--- config.mk ---
export PLATFORM = sky130hd
export DESIGN_NAME = prio_arbiter_enc
export DESIGN_NICKNAME = d
export VERILOG_FILES = /design/src/rtl/prio_pkg.sv /design/src/rtl/prio_enc_core.sv /design/src/rtl/prio_arbiter_enc.sv
export SDC_FILE = /design/constraint.sdc
export NUM_CORES = 1
export LEC_CHECK = 0
export CAP_MARGIN = 30
export CORE_AREA = 2 2 39 41
export DETAILED_ROUTE_END_ITERATION = 8
export DIE_AREA = 0 0 41 43
export SYNTH_ARGS = -nofsm -noshare
export SYNTH_HDL_FRONTEND = slang
export SYNTH_SLANG_ARGS = --single-unit
--- constraint.sdc ---
create_clock -name clk -period 2.4 [get_ports clk]
set_input_delay 0.6 -clock clk [delete_from_list [all_inputs] [get_ports clk]]
set_output_delay 0.6 -clock clk [all_outputs]
set_load 0.1 [all_outputs]
--- src/rtl/prio_pkg.sv ---
// ============================================================================
//  Module      : prio_pkg
//  Description : Shared definitions for the priority arbiter/encoder:
//                default request count, FSM state encoding and an index
//                width helper that never returns zero.
//  Revision    : 1.0 - initial release
// ============================================================================
`default_nettype none

package prio_pkg;

    localparam int PRIO_N_DEFAULT = 8;

    typedef enum logic {
        ST_IDLE = 1'b0,
        ST_HOLD = 1'b1
    } state_t;

    // $clog2 returns 0 for n=1; a zero-width index is not legal, so clamp to 1.
    function automatic int clog2_min1(input int n);
        return (n <= 1) ? 1 : $clog2(n);
    endfunction

endpackage

`default_nettype wire

--- src/rtl/prio_enc_core.sv ---
// ============================================================================
//  Module      : prio_enc_core
//  Description : Combinational N -> IDXW highest-set-bit priority encoder.
//  Ports       : req   [N-1:0]    request vector
//                found            any request bit set
//                idx   [IDXW-1:0] index of the highest set bit (0 if none)
//  Revision    : 1.0 - initial release
// ============================================================================
`default_nettype none

module prio_enc_core
    import prio_pkg::*;
#(
    parameter int N    = PRIO_N_DEFAULT,
    parameter int IDXW = clog2_min1(N)
) (
    input  logic [N-1:0]    req,
    output logic            found,
    output logic [IDXW-1:0] idx
);

    assign found = |req;

    // Ascending scan: the last set bit seen (the highest) overrides earlier ones.
    always_comb begin
        idx = '0;
        for (int i = 0; i < N; i++) begin
            if (req[i]) begin
                idx = IDXW'(i);
            end
        end
    end

endmodule

`default_nettype wire

--- src/rtl/prio_arbiter_enc.sv ---
// ============================================================================
//  Module      : prio_arbiter_enc
//  Description : Registered priority arbiter/encoder with valid/ready hold.
//                Picks one of N requests, registers the winner as a binary
//                index and a one-hot grant, holds it until handshake, and
//                re-arbitrates back-to-back on handshake.
//  Config      : PRIO_ARB_ROUND_ROBIN_EN - when defined, the search starts at
//                a round-robin pointer and descends with wrap; otherwise pure
//                fixed priority (highest index wins).
//  Ports       : clk, rst_n (async active-low)
//                req        [N-1:0]    request vector
//                gnt_ready             consumer accepts the current grant
//                gnt_valid             grant registers hold a winner
//                gnt_idx    [IDXW-1:0] winner index
//                gnt_onehot [N-1:0]    one-hot winner, 0 when not valid
//  Revision    : 1.0 - initial release
// ============================================================================
`default_nettype none

module prio_arbiter_enc
    import prio_pkg::*;
#(
    parameter int N = PRIO_N_DEFAULT
) (
    input  logic                       clk,
    input  logic                       rst_n,
    input  logic [N-1:0]               req,
    input  logic                       gnt_ready,
    output logic                       gnt_valid,
    output logic [clog2_min1(N)-1:0]   gnt_idx,
    output logic [N-1:0]               gnt_onehot
);

    localparam int IDXW = clog2_min1(N);

    state_t            state;
    state_t            state_nxt;
    logic              load;
    logic              handshake;
    logic              win_found;
    logic [IDXW-1:0]   win_idx;

    assign gnt_valid = (state == ST_HOLD);
    assign handshake = (state == ST_HOLD) && gnt_ready;

`ifdef PRIO_ARB_ROUND_ROBIN_EN
    logic [IDXW-1:0] rr_ptr;
    logic [IDXW-1:0] search_ptr;
    logic [N-1:0]    rot_req;
    logic [IDXW-1:0] rot_idx;

    // On handshake the pointer moves to just below the retiring winner, and
    // the same-edge re-arbitration must already use that new start point.
    always_comb begin
        search_ptr = rr_ptr;
        if (handshake) begin
            search_ptr = (gnt_idx == '0) ? IDXW'(N - 1) : (gnt_idx - IDXW'(1));
        end
    end

    // Rotate so search_ptr lands on the top bit: rot_req[j] = req[(ptr+1+j) mod N].
    // The plain highest-bit encoder then implements the descending wrap search.
    always_comb begin
        int s;
        rot_req = '0;
        for (int j = 0; j < N; j++) begin
            s = int'(search_ptr) + j + 1;
            if (s >= N) begin
                s = s - N;
            end
            rot_req[j] = req[s];
        end
    end

    prio_enc_core #(
        .N    (N),
        .IDXW (IDXW)
    ) u_core (
        .req   (rot_req),
        .found (win_found),
        .idx   (rot_idx)
    );

    always_comb begin
        int s;
        s = int'(search_ptr) + int'(rot_idx) + 1;
        if (s >= N) begin
            s = s - N;
        end
        win_idx = IDXW'(s);
    end

    always_ff @(posedge clk or negedge rst_n) begin
        if (!rst_n) begin
            rr_ptr <= IDXW'(N - 1);
        end else if (handshake) begin
            rr_ptr <= search_ptr;
        end
    end
`else
    prio_enc_core #(
        .N    (N),
        .IDXW (IDXW)
    ) u_core (
        .req   (req),
        .found (win_found),
        .idx   (win_idx)
    );
`endif

    // Next-state / load decision
    always_comb begin
        state_nxt = state;
        load      = 1'b0;
        case (state)
            ST_IDLE: begin
                if (win_found) begin
                    load      = 1'b1;
                    state_nxt = ST_HOLD;
                end
            end
            ST_HOLD: begin
                // Without ready the grant is sticky, whatever req does.
                if (gnt_ready) begin
                    if (win_found) begin
                        load = 1'b1;
                    end else begin
                        state_nxt = ST_IDLE;
                    end
                end
            end
            default: begin
                state_nxt = ST_IDLE;
            end
        endcase
    end

    always_ff @(posedge clk or negedge rst_n) begin
        if (!rst_n) begin
            state   <= ST_IDLE;
            gnt_idx <= '0;
        end else begin
            state <= state_nxt;
            if (load) begin
                gnt_idx <= win_idx;
            end else if (state_nxt == ST_IDLE) begin
                gnt_idx <= '0;
            end
        end
    end

    // One-hot decode of the registered index, masked by valid.
    generate
        for (genvar i = 0; i < N; i++) begin : g_onehot
            assign gnt_onehot[i] = gnt_valid && (gnt_idx == IDXW'(i));
        end
    endgenerate

endmodule

`default_nettype wire

* Word-level counts from Yosys, hierarchy flattened
Cells that the tools add are included.
** Storage, ports and cells
- Logic and storage cells :: 35
- Input bits :: 11
- Output and inout bits :: 12
- Register bits :: 4
** Operators by class
- Mux-type cells :: 14
- Bitwise gates (word level) :: 1
- Equality and inequality tests :: 8
- Reduce and logical (&&, ||, !) cells :: 10
** Operator list (count)
- 2-to-1 mux 3 bit :: 6
- == test 3 bit, second input constant :: 4
- logical AND 1 bit :: 8
- OR reduction 8 bit :: 1
- == test 3 x 2 -> 1 bit, second input constant :: 2
- 2-to-1 mux 1 bit :: 4
- 2-to-1 mux 2 bit :: 2
- case mux 1 bit (2 select lines) :: 2
- == test 3 x 1 -> 1 bit, second input constant :: 1
- logical NOT 3 bit :: 1
- != test 2 x 1 -> 1 bit, second input constant :: 1
- NOT 1 bit :: 1

* Logic depth before layout (Yosys ltp)
Gate-level depths: netlist (run 1).
- Depth in word-level cells :: 8
- Depth in mapped cells :: 4
- Depth with buffers taken out :: 4

* Cells and area by module
A second synthesis (run 1) with hierarchy kept.
** Unflattened totals
- Cell total of the unflattened synthesis :: 40
- Area, all modules :: 294.0 um^2
** By module, submodules not included
- prio_arbiter_enc :: area an instance 227.7 um^2, seq. area each 100.1 um^2, cells each 28, times used 1
- prio_enc_core :: area an instance 66.3 um^2, seq. area each 0.0 um^2, cells each 12, times used 1

* Worst setup path before layout (run 1)
No wires, ideal clock.
- Kind :: flip-flop to output port
- Start :: reg state, in the netlist gnt_valid
- End :: out gnt_onehot[1]
- Cell stages (with the launch flop) :: 3
- Setup slack :: -1441 ps
- Data arrival time :: 3241 ps
- Cell sequence :: dfrtp_1 > nand2_1 > nor3_1
** On the way
- Cells in the longest elaborated chain, start to end :: 1
** RTL lines
- start: declaration :: RTL line prio_arbiter_enc.sv:36 : state_t state;
- start signal: assignment :: RTL line prio_arbiter_enc.sv:143 : state <= state_nxt;
- logical AND 1 bit :: RTL line prio_arbiter_enc.sv:155 : assign gnt_onehot[i] = gnt_valid && (gnt_idx == IDXW'(i));
- end: declaration :: RTL line prio_arbiter_enc.sv:31 : output logic [N-1:0] gnt_onehot
Every way passes these cells.

* Worst setup path in the final report (run 1)
- Start :: reg gnt_idx[0]
- End :: out gnt_onehot[0]
** On the way
- Cells in the longest elaborated chain, start to end :: 2
** RTL lines
- start: declaration :: RTL line prio_arbiter_enc.sv:30 : output logic [clog2_min1(N)-1:0] gnt_idx,
- start signal: assignment :: RTL line prio_arbiter_enc.sv:145 : gnt_idx <= win_idx;
- logical NOT 3 bit :: RTL line prio_arbiter_enc.sv:155
- logical AND 1 bit :: RTL line prio_arbiter_enc.sv:155
Every way passes these cells.

==> results.py, run 1 <==
metrics = {
    "timing": {
        "worst_pin_slew_ps": 362,
        "finalHoldViolCount": 0,
        "slew_headroom_pct": 75.6,
        "rsz0062_at_grt": "no",
        "fin_skew_ps": 0.356,
        "slew_viol_final": 0,
        "setup_tns_ps": 0,
        "setup_viol": 0,
        "fmax_ghz": 0.515,
        "period_share_pct": 81.0,
        "finalCriticalPeriod_ps": 1940,
    },
    "synthesis": {
        "synth-seq-area-share_pct": 39.6,
        "ys_types": 13,
        "muxShareOfSynthArea_pct": 4.46,
        "synth_nets": 45,
        "synth_top_family_by_area": "simple AND/OR/NAND/NOR gates",
        "synthSimpleGateAreaFrac_pct": 40.6,
        "yosys.area.top_type": "dfrtp_1",
        "syn_area_per_cell_um2": 7.43,
        "syn_area_um2": 253,
        "yosys.area_share.xor_xnor_pct": 0,
        "ys_ff_latch": 4,
        "synth_area_leaders": "dfrtp_1 40%, nor2_1 15%, nand2b_1 9.9%",
        "synth_compound_area_share_pct": 12.4,
        "yosys_warnings": 0,
        "synthAdderAreaFrac_pct": 0,
        "synth_cells": 34,
        "synth_top_cell_area_share_pct": 39.6,
    },
    "detailed_routing": {
        "drc": 0,
        "wl_um": 668,
        "routedWlPerCell_um": 8.91,
        "ant_nets": 0,
        "vias_per_cell": 4.28,
        "firstDrtPassIters": 3,
        "via_count": 321,
        "first_iter_violations": 3,
    },
    "floorplanning": {
        "dieWidth_um": 41,
        "start_util_pct": 18.3,
        "dieArea_um2": 1760,
        "core-area_um2": 1380,
        "io_pins": 23,
        "rows": 14,
        "die_h_um": 43,
    },
    "worst_setup_path": {
        "crit_path_end_kind": "output port",
        "cpPeakStageDelay_ps": 400,
        "slowest_stage": "dfrtp_2",
        "start_kind": "flop",
        "required_ps": 1800,
        "worstSetupPathType": "flop to output port",
        "crit_path_cell_trace": "nand2b_2, nor3_4, buf_12",
        "reg2reg_depth": 2,
        "r2r_end": "gnt_idx[0]$_DFFE_PN0P_",
        "r2r_slack_ps": 1260,
        "path_max_fanout": 4,
        "arrival_ps": 1340,
        "r2r-start": "gnt_valid$_DFF_PN0_",
    },
    "finish": {
        "antennaDiodeCount": 0,
        "area.sequential_um2": 108,
        "areaGrowthSynthToFinish_pct": 162,
        "multi_input_area_um2": 215,
        "n_fill_cell": 124,
        "finish.utilization_pct": 47.9,
        "layout.nets": 72,
        "final_cell_mix": "10 x clkdlybuf4s50_1, 8 x buf_12, 6 x nor2_4, 4 x nor2_1, 4 x buf_4",
        "final_common_cell": "clkdlybuf4s50_1",
        "finalInstanceArea_um2": 663,
        "drive_gt1_share_pct": 52.5,
        "stdcell_count": 75,
    },
    "global_routing": {
        "grt_pass1_wl_um": 1080,
        "antenna_found_initial": 0,
        "grt.total_usage_pct": 9.79,
        "grt_pass1_vias": 288,
        "grt_max_degree": 8,
        "grt_overflow": 0,
    },
    "job": {
        "drv_cap": 0,
    },
    "clock_tree": {
        "clock_latency_ps": 230,
        "cts_tree": "done",
        "cts-root-buf": "clkbuf_4",
        "cts_sinks": 4,
        "postCtsSetupBuffers": 0,
        "cts.htree.levels": 1,
        "postCtsResizedCells": 0,
        "postCtsHoldBufs": 0,
        "cts.clk_slew.worst_paths_ps": 30,
        "cts_buffer_depth": 2,
        "cts_buffers": 3,
    },
    "power": {
        "leakagePower_nw": 0.254,
        "power.internal_mw": 0.192,
        "p_per_area_nw_per_um2": 529,
        "p_comb_share_pct": 54.3,
        "clockPowerShare_pct": 23.1,
        "pwr-share-seq_pct": 22.6,
        "p_sw_mw": 0.159,
        "ir_worst_vdd_mv": 0.225,
        "switching_share_pct": 45.2,
    },
    "placement": {
        "hpwl_um": 614,
        "port_buffers": 22,
        "place_area_um2": 641,
        "gp_congestion": 0.685,
        "placed_cells": 72,
    },
    "min_path": {
        "min_to": "gnt_idx[0]$_DFFE_PN0P_",
        "hold_path_startpoint": "gnt_idx[0]$_DFFE_PN0P_",
        "min_path_type": "flop to flop",
        "holdPathStages": 1,
    },
    "status": {
        "outcome": "finished, final reports clean",
    },
}
==> cell usage after synthesis, drive strengths merged <==
cell,count
nand2,2
nor2,10
a21oi,4
dfrtp,4
o31ai,1
nor4,1
mux2,1
inv,2
nand2b,4
nand4,1
nor3,4
==> final cells by class <==
type / instances / share of cell area (%)
timing repair buffer: 22 / 43.8
multi-input combinational: 28 / 32.5
sequential: 4 / 16.2
clock buffer: 3 / 3.40
tap: 16 / 3.02
inverter: 2 / 1.13
==> cells by family after synthesis <==
group / after synthesis
buffers and inverters: 2
and+or+nand+nor: 22
muxes: 1
AOI/OAI and AO/OA: 5
DFF: 4
==> critical path: cells and delay by family (launching register included) <==
| family | cells | cell delay [ps] |
|---|---|---|
| and+or+nand+nor | 2 | 510 |
| DFF | 1 | 400 |
| buffers and inverters | 1 | 200 |
==> layer usage <==
| metal | routed length [µm] | GRT usage [%] |
|---|---|---|
| met1 | 235 | 10.5 |
| met4 | 10 | 10.0 |
| met3 | 98 | 3.66 |
| met5 | 0 | 0 |
| met2 | 323 | 13.4 |
==> metrics by stage <==
stage	hold WS [ps]	setup WS [ps]	power [mW]
after CTS	543	433	0.357
final	539	456	0.351
after floorplan	304	-71.4	0.205
after detailed placement	535	626	0.272
after global routing	573	386	0.369
after global placement	529	629	0.272
==> power groups by stage <==
stage          logic (mW)  clock network (mW)  registers, mW
5_1_grt             0.199              0.0901         0.0802
4_1_cts             0.192              0.0858         0.0793
3_5_place_dp        0.192                   0         0.0802
3_3_place_gp        0.192                   0         0.0801
2_1_floorplan      0.0967                   0          0.108
6_report            0.190              0.0810         0.0792
==> worst max path at each step <==
stage | cells after the start | start | slack (ps) | to
global route | 3 | gnt_idx[0]$_DFFE_PN0P_ | 390 | gnt_onehot[0]
floorplan | 2 | gnt_idx[0]$_DFFE_PN0P_ | -70 | gnt_onehot[1]
finish | 3 | gnt_idx[0]$_DFFE_PN0P_ | 460 | gnt_onehot[0]
detailed placement | 5 | req[6] | 630 | gnt_idx[0]$_DFFE_PN0P_
global placement | 5 | req[6] | 630 | gnt_idx[0]$_DFFE_PN0P_
CTS | 3 | gnt_idx[0]$_DFFE_PN0P_ | 430 | gnt_onehot[0]
==> flip-flops by register name, summed over array words and instances (netlist names) <==
name       flops
gnt_idx        3
gnt_valid      1
Power figures use the tool's default switching activity.
==> inputs of run 2 (changes only) <==
==> constraint.sdc (replaced) <==
create_clock -name clk -period 1.9 [get_ports clk]
set_input_delay 0.475 -clock clk [delete_from_list [all_inputs] [get_ports clk]]
set_output_delay 0.475 -clock clk [all_outputs]
set_load 0.1 [all_outputs]
==> run 2 against run 1 <==
Net effect:
- register-to-register slack worse by 550 ps
- clock skew up 3.4 ps
- sequential power up 36%
- sequential cell count unchanged
- clock-buffer cell count unchanged
- cell count unchanged
- non-clock buffer count unchanged
==> results.py, run 2 (same netlist as run 1, synthesis figures left out) <==
metrics = {
    "global_routing": {
        "grt.total_usage_pct": 10.6,
        "grt_pass1_vias": 311,
        "grt_pass1_wl_um": 1270,
        "grt_max_degree": 8,
        "antenna_found_initial": 0,
        "grt_overflow": 0,
    },
    "detailed_routing": {
        "firstDrtPassIters": 2,
        "wl_um": 720,
        "drc": 0,
        "via_count": 330,
        "routedWlPerCell_um": 9.60,
        "ant_nets": 0,
        "first_iter_violations": 4,
        "vias_per_cell": 4.40,
    },
    "floorplanning": {
        "io_pins": 23,
        "dieArea_um2": 1760,
        "die_h_um": 43,
        "start_util_pct": 18.3,
        "core-area_um2": 1380,
        "rows": 14,
        "dieWidth_um": 41,
    },
    "finish": {
        "layout.nets": 72,
        "drive_gt1_share_pct": 57.6,
        "final_common_cell": "buf_12",
        "stdcell_count": 75,
        "finish.utilization_pct": 53.7,
        "antennaDiodeCount": 0,
        "finalInstanceArea_um2": 743,
        "n_fill_cell": 124,
        "largest_reg_flops": 3,
        "areaGrowthSynthToFinish_pct": 194,
        "max_flop_register": "gnt_idx",
        "final_cell_mix": "12 x buf_12, 10 x clkdlybuf4s50_1, 6 x nor2_4, 4 x nor2_1, 4 x dfrtp_4",
    },
    "clock_tree": {
        "cts_buffer_depth": 2,
        "postCtsSetupBuffers": 0,
        "cts_buffers": 3,
        "cts-root-buf": "clkbuf_4",
        "cts.clk_slew.worst_paths_ps": 40,
        "clock_latency_ps": 240,
        "cts_tree": "done",
        "postCtsResizedCells": 0,
        "cts_sinks": 4,
        "cts.htree.levels": 1,
        "postCtsHoldBufs": 0,
    },
    "worst_setup_path": {
        "arrival_ps": 1350,
        "worstSetupPathType": "flop to output port",
        "path_buf_inv": 1,
        "path_max_fanout": 4,
        "slowest_stage": "dfrtp_4",
        "start_kind": "flop",
        "cpPeakStageDelay_ps": 500,
        "crit_path_cell_trace": "nand2b_4, nor3_4, buf_12",
        "path_delay_family": "flip-flops",
        "crit_path_end_kind": "output port",
        "required_ps": 1420,
    },
    "status": {
        "outcome": "finished, final reports clean",
    },
    "timing": {
        "fin_skew_ps": 3.73,
        "setup_viol": 0,
        "slew_headroom_pct": 71.9,
        "timing.hold.ws_ps": 450,
        "finalHoldViolCount": 0,
        "fmax_ghz": 0.549,
        "rsz0062_at_grt": "no",
        "setup_tns_ps": 0,
        "slew_viol_final": 0,
        "period_share_pct": 95.9,
        "finalCriticalPeriod_ps": 1820,
        "worst_pin_slew_ps": 418,
    },
    "power": {
        "leakagePower_nw": 0.305,
        "ir_worst_vdd_mv": 0.398,
        "p_per_area_nw_per_um2": 633,
    },
    "placement": {
        "place_area_um2": 721,
        "gp_congestion": 0.652,
        "placed_cells": 72,
        "port_buffers": 22,
        "hpwl_um": 659,
    },
    "min_path": {
        "min_path_type": "input pin to async pin",
    },
    "job": {
        "drv_cap": 0,
    },
}
-- run 2: cell counts in the layout (fill, tap and decap cells not counted) --
Identical to the previous run, type by type.
-- run 2: power breakdown --
part	internal (mW)	total [mW]	switching, mW	leakage, nW
logic	0.0985	0.258	0.159	0.253
clock network	0.0706	0.105	0.0346	0.0138
registers	0.0940	0.108	0.0137	0.0380
total	0.263	0.471	0.208	0.305
-- run 2: final timing paths --
check | startpoint | end | slack (ps) | cells past startpoint
min | rst_n | gnt_valid$_DFF_PN0_ | 450 | 1
min in group clk | gnt_idx[0]$_DFFE_PN0P_ | gnt_idx[0]$_DFFE_PN0P_ | 620 | 1
min reg2reg | gnt_idx[0]$_DFFE_PN0P_ | gnt_idx[0]$_DFFE_PN0P_ | 620 | 1
max in group asynchronous | rst_n | gnt_idx[1]$_DFFE_PN0P_ | 1250 | 1
max | gnt_idx[0]$_DFFE_PN0P_ | gnt_onehot[0] | 80 | 3
max reg2reg | gnt_valid$_DFF_PN0_ | gnt_idx[0]$_DFFE_PN0P_ | 710 | 2
-- run 2: metal layers --
layer,part of all wire [%],vias to the layer above,track usage (%)
met5,0,-,0
met4,2.6,0,8.00
met3,9.2,4,1.57
met2,50,22,15.6
met1,38,137,13.1
li1,-,167,-
-- run 2: per-stage QoR --
stage | power [mW] | worst slack, ps
6_report | 0.471 | 77.1
5_1_grt | 0.490 | 33.1
4_1_cts | 0.479 | 62.9
3_5_place_dp | 0.369 | 248
3_3_place_gp | 0.368 | 262
2_1_floorplan | 0.269 | -238
-- run 2: cell type report --
type / instances / area, µm² / share of cell area [%]
clock buffer: 3 / 22.5 / 3.03
timing repair buffer: 22 / 340 / 45.8
tap: 16 / 20.0 / 2.69
inverter: 2 / 7.51 / 1.01
sequential: 4 / 115 / 15.5
multi-input combinational: 28 / 238 / 32.0
